$ cat src/rtl/cpu_bus_pkg.sv
// cpu_bus_pkg: shared state encoding, grant codes and default widths for the memory bus arbiter
package cpu_bus_pkg;
   typedef enum logic [1:0] {IDLE = 2'd0, BUS = 2'd1, RESP = 2'd2} state_t;
   localparam logic GNT_INSTR = 1'b0;
   localparam logic GNT_DATA = 1'b1;
   localparam int DEF_AW = 16;
   localparam int DEF_DW = 16;
endpackage

$ cat src/rtl/bus_arb_pri.sv
// bus_arb_pri: data-first grant decision with starvation guard for the instruction port
module bus_arb_pri
   import cpu_bus_pkg::*;
#(
   parameter int STARVE_LIMIT = 4
) (
   input  logic sys_clk,
   input  logic sys_rst,
   input  logic grant_en,
   input  logic instr_stb,
   input  logic data_stb,
   output logic gnt_valid,
   output logic gnt_sel
);
   localparam int SW = $clog2(STARVE_LIMIT + 1);
   logic [SW-1:0] starve_cnt;
   logic starved;
   // data wins ties unless instr has already lost STARVE_LIMIT times in a row
   always_comb begin
      starved = starve_cnt == SW'(STARVE_LIMIT);
      gnt_valid = grant_en && (instr_stb || data_stb);
      gnt_sel = data_stb && !(instr_stb && starved) ? GNT_DATA : GNT_INSTR;
   end
   // count data grants taken over a waiting instr request, saturating at the limit
   always_ff @(posedge sys_clk) begin
      if (!sys_rst) starve_cnt <= '0;
      else if (gnt_valid) starve_cnt <= gnt_sel == GNT_INSTR ? '0 : (instr_stb && !starved) ? starve_cnt + 1'b1 : starve_cnt;
   end
endmodule

$ cat src/rtl/mem_bus_arbiter.sv
// mem_bus_arbiter: shares one memory bus between the instruction and data ports, one transaction at a time
module mem_bus_arbiter
   import cpu_bus_pkg::*;
#(
   parameter int AW = DEF_AW,
   parameter int DW = DEF_DW,
   parameter int STARVE_LIMIT = 4,
   parameter int TIMEOUT_CYC = 255
) (
   input  logic          sys_clk,
   input  logic          sys_rst,
   input  logic          instr_stb_i,
   input  logic          instr_we_i,
   input  logic [AW-1:0] instr_addr_i,
   input  logic [DW-1:0] instr_data_i,
   output logic [DW-1:0] instr_data_o,
   output logic          instr_ack_o,
   output logic          instr_err_o,
   input  logic          data_stb_i,
   input  logic          data_we_i,
   input  logic [AW-1:0] data_addr_i,
   input  logic [DW-1:0] data_data_i,
   output logic [DW-1:0] data_data_o,
   output logic          data_ack_o,
   output logic          data_err_o,
   output logic          mem_stb_o,
   output logic          mem_we_o,
   output logic [AW-1:0] mem_addr_o,
   output logic [DW-1:0] mem_data_o,
   input  logic [DW-1:0] mem_data_i,
   input  logic          mem_ack_i
);
   state_t state, nxt;
   logic sel, err, gnt_valid, gnt_sel, tmo_done, done, capture;
   logic [7:0] tmo_cnt;
   logic [DW-1:0] rdata;

   bus_arb_pri #(.STARVE_LIMIT(STARVE_LIMIT)) u_pri (
      .sys_clk  (sys_clk),
      .sys_rst  (sys_rst),
      .grant_en (state == IDLE),
      .instr_stb(instr_stb_i),
      .data_stb (data_stb_i),
      .gnt_valid(gnt_valid),
      .gnt_sel  (gnt_sel)
   );

   // next state plus bus/response outputs decoded from state; an ack in the timeout cycle still counts as success
   always_comb begin
      tmo_done = tmo_cnt == 8'(TIMEOUT_CYC - 1);
      done = state == BUS && (mem_ack_i || tmo_done);
      capture = done && (!mem_ack_i || !mem_we_o);
      rdata = mem_ack_i ? mem_data_i : '0;
      nxt = state == IDLE ? (gnt_valid ? BUS : IDLE) : state == BUS ? (done ? RESP : BUS) : IDLE;
      mem_stb_o = state == BUS;
      instr_ack_o = state == RESP && sel == GNT_INSTR;
      data_ack_o = state == RESP && sel == GNT_DATA;
      instr_err_o = instr_ack_o && err;
      data_err_o = data_ack_o && err;
   end

   // state register; reset returns to IDLE so any late mem_ack_i is ignored
   always_ff @(posedge sys_clk) begin
      if (!sys_rst) state <= IDLE;
      else state <= nxt;
   end

   // latch the granted request, run the timeout counter and capture read data or the timeout zero
   always_ff @(posedge sys_clk) begin
      if (!sys_rst) begin
         sel <= GNT_INSTR;
         err <= 1'b0;
         tmo_cnt <= '0;
         mem_we_o <= 1'b0;
         mem_addr_o <= '0;
         mem_data_o <= '0;
         instr_data_o <= '0;
         data_data_o <= '0;
      end else begin
         tmo_cnt <= state == BUS ? tmo_cnt + 8'd1 : 8'd0;
         if (gnt_valid) begin
            sel <= gnt_sel;
            mem_we_o <= gnt_sel == GNT_DATA ? data_we_i : instr_we_i;
            mem_addr_o <= gnt_sel == GNT_DATA ? data_addr_i : instr_addr_i;
            mem_data_o <= gnt_sel == GNT_DATA ? data_data_i : instr_data_i;
         end
         if (done) err <= !mem_ack_i;
         if (capture && sel == GNT_INSTR) instr_data_o <= rdata;
         if (capture && sel == GNT_DATA) data_data_o <= rdata;
      end
   end
endmodule

$ cat config.mk
export PLATFORM = sky130hd
export DESIGN_NAME = mem_bus_arbiter
export DESIGN_NICKNAME = d
export VERILOG_FILES = /design/src/rtl/cpu_bus_pkg.sv /design/src/rtl/bus_arb_pri.sv /design/src/rtl/mem_bus_arbiter.sv
export SDC_FILE = /design/constraint.sdc
export NUM_CORES = 1
export LEC_CHECK = 0
export CAP_MARGIN = 20
export CORE_MARGIN = 4
export CORE_UTILIZATION = 43
export CTS_BUF_LIST = sky130_fd_sc_hd__clkbuf_4 sky130_fd_sc_hd__clkbuf_8 sky130_fd_sc_hd__clkbuf_16
export DETAILED_ROUTE_END_ITERATION = 8
export PLACE_DENSITY = 0.89
export SLEW_MARGIN = 0
export SYNTH_ARGS = -nofsm -noshare
export SYNTH_HDL_FRONTEND = slang
export SYNTH_SLANG_ARGS = --single-unit
$ cat constraint.sdc
create_clock -name sys_clk -period 2.38 [get_ports sys_clk]
set_input_delay 0.476 -clock sys_clk [delete_from_list [all_inputs] [get_ports sys_clk]]
set_output_delay 0.476 -clock sys_clk [all_outputs]
set_load 0.01 [all_outputs]
==> flow_summary_export.csv <==
group,metric,value,unit
logic_synthesis,synth_top_area_frac,0.510,
final_layout,nets,582,
min_path,hold_path_class,"register to register",
logic_synthesis,syn_area,3140,um^2
sta,worst_clock_skew,0.0110,ns
route,drtIter0Drc,82,
sta,hold_viol,0,
final_layout,drive_gt1_frac,0.0645,
floorplan,die-area,8730,um^2
clocking,ctsResizeCount,0,
logic_synthesis,ys_warn_count,0,
grt,grt_usage,0.215,
floorplan,io_pins,157,
logic_synthesis,synth_cells,344,
logic_synthesis,yosysUniqueCellTypes,32,
logic_synthesis,yosys.area_share.simple,0.151,
floorplan,core_area,6940,um^2
critical_path,cp_num_buf_inv,1,
critical_path,crit_top_cell,"nor2b_1",
placement,pre_cts_ws,0.362,ns
route,num_vias,3178,
clocking,cts_setup_buffers,0,
final_layout,layout_common_cells,"clkdlybuf4s50_1, dfxtp_1, nand2_1",
logic_synthesis,yosysSeqAreaShare,0.510,
route,ant_nets,0,
clocking,cts_buffer_depth,2,
final_layout,layout_commonest_cell,"clkdlybuf4s50_1",
logic_synthesis,async_flop_share,0,
logic_synthesis,synthAdderAreaFrac,0.0159,
grt,grt_pass1_vias,3101,
sta,maxSlewHeadroom,0.678,
route,drc_errors,0,
sta,worst_slew_pin_slew,0.481,ns
floorplan,num_rows,30,
power_and_ir_drop,p_per_area,664,nW/um^2
sta,fmax,0.456,GHz
logic_synthesis,yosys.area_share.xor_xnor,0.0167,
critical_path,worst-setup-path-type,"register to output port",
clocking,cts_htree_levels,3,
critical_path,setup.worst_path.start_class,"register",
clocking,cts_tree,"done",
logic_synthesis,syn_nets,435,
logic_synthesis,synth-compound-area-share,0.257,
final_layout,area_growth_syn_to_layout,59.3,%
sta,fin_crit_sh,0.921,
clocking,clk_pin_slew_worst_paths,0.07,ns
placement,dpl.cell_count,576,
final_layout,fin_cells,592,
logic_synthesis,syn_area_per_cell,9.13,um^2
grt,grt_overflow_total,0,
sta,fin_crit,2.19,ns
power_and_ir_drop,leakagePower,1.86,nW
logic_synthesis,synthMuxAreaShare,0,
logic_synthesis,yosysTopAreaCell,"dfxtp_1",
clocking,clockRootBuffer,"clkbuf_8",
clocking,holdBufCountCts,0,
placement,port_buffers,156,
grt,grt_max_degree,69,
floorplan,die_y,93.5,um
critical_path,crit_family,"buffers and inverters",
critical_path,critical_path_required,1.90,ns
clocking,worstSkewPairLatency,0.33,ns
clocking,cts.sinks,80,
critical_path,critPathArrivalTime,1.72,ns
floorplan,die_w,93.5,um
critical_path,critical-path-slowest-cell,"clkdlybuf4s50_1",
critical_path,cp-end-kind,"output port",
route,routed_wl,9630,um
clocking,numCtsBuffers,9,
final_layout,stdcell_area,5000,um^2
grt,grt_pass1_wl,14800,um
critical_path,path_cells,"nor2b_1 -> nor2b_1 -> and2_1 -> clkdlybuf4s50_1",
route,firstDrtPassIters,5,
run,drv_cap,0,
placement,routabilityCongestion,0.808,
critical_path,cpPeakStageDelay,0.54,ns
logic_synthesis,ys.flop_type,"dfxtp_1",
grt,antenna_found_initial,0,
sta,setup_slack,0.189,ns
placement,dp_hpwl,7150,um
power_and_ir_drop,vdd_drop_max,338,uV
route,viasPerCell,5.37,
logic_synthesis,synth_top_family_by_area,"compound AO/OA/AOI/OAI gates",
sta,slew_violations,0,
final_layout,n_antenna_cell,0,
sta,setup_violations,0,
logic_synthesis,synth-edff-count,0,
route,wl_per_cell,16.3,um
logic_synthesis,yosys-top-cells-area,"dfxtp_1, a32o_1, nand2_1, a31oi_1, o21ai_0",
sta,rsz0062_at_grt,"no",
placement,place_area,4760,um^2
floorplan,start_util,0.452,
logic_synthesis,synth-seq-cells,80,
critical_path,critPathMaxFanout,3,
status,status,"finished, final reports clean",
sta,finalSetupTns,0,ns
==> kinds of logic (layout without fill, tap and decap cells) <==
group	Yosys count	count (layout)
XOR/XNOR	6	6
AO/OA/AOI/OAI	111	111
adder cells (fa/ha/maj)	4	4
flip-flops	80	80
buffers and inverters	33	185
AND/OR/NAND/NOR	110	110
==> cell usage after synthesis, types with 2 or more instances <==
library cell and number:
inv_1 5, nor2b_1 4, a31oi_1 33, nand3_1 7, buf_1 2, nor2_1 13
a21oi_1 5, xor2_1 5, a21oi_4 2, ha_1 4, o21ai_0 34, clkbuf_1 14
buf_6 2, and2_1 5, dfxtp_1 80, a32o_1 32, nand2_1 74, buf_2 9
==> final timing paths <==
check	startpoint	endpoint	slack, ns	cells past startpoint
worst max-delay path	state[1]$_SDFF_PP0_	instr_err_o	0.19	4
worst min-delay path	data_data_o[8]$_SDFFE_PN0P_	data_data_o[8]$_SDFFE_PN0P_	0.47	1
worst max register to register	tmo_cnt[0]$_SDFF_PP0_	instr_data_o[14]$_SDFFE_PN0P_	0.77	6
worst min register to register	data_data_o[8]$_SDFFE_PN0P_	data_data_o[8]$_SDFFE_PN0P_	0.47	1
==> cell type report <==
cell class / instances / area [um^2]
fill: 538 / 1940
clock inverter: 2 / 60.1
tap: 96 / 120
sequential: 80 / 1600
clock buffer: 14 / 180
multi-input combinational: 231 / 1390
timing repair buffer: 164 / 1630
inverter: 5 / 18.8
==> power by group <==
group / internal [mW] / total (mW) / switching (mW)
logic: 0.374 / 0.687 / 0.313
registers: 1.44 / 1.49 / 0.0530
clock network: 0.702 / 1.15 / 0.447
total: 2.51 / 3.32 / 0.812
==> flip-flops by register name, summed over array words and instances (netlist names) <==
name,flops
mem_addr_o,16
u_pri.starve_cnt,3
mem_data_o,16
mem_we_o,1
tmo_cnt,8
state,2
instr_data_o,16
err,1
data_data_o,16
sel,1
==> worst reg2reg max path, cell delays in order (launching register included) <==
cell and delay [ns]:
dfxtp_1 0.42, inv_1 0.07, ha_1 0.20, nand3_1 0.14, o31ai_4 0.10, a21oi_4 0.43, a32o_1 0.20
==> through the flow <==
step	hold slack [ns]	total power, mW	utilization
CTS	0.472	3.36	0.721
detailed placement	0.455	2.21	0.686
global route	0.488	3.47	0.721
finish	0.466	3.32	0.721
global placement	0.447	2.19	0.686
floorplan	0.440	1.80	-
==> layer usage <==
layer  up-vias  global-route usage  routed length [um]  part of all wire
li1       1535                   -                   -                 -
met5         -                   0                   0                 0
met2       155               0.372                4750              0.49
met3         4              0.0796                1150              0.12
met4         0              0.0720                  46            0.0048
met1      1484               0.242                3680              0.38
Power figures use the tool's default switching activity.
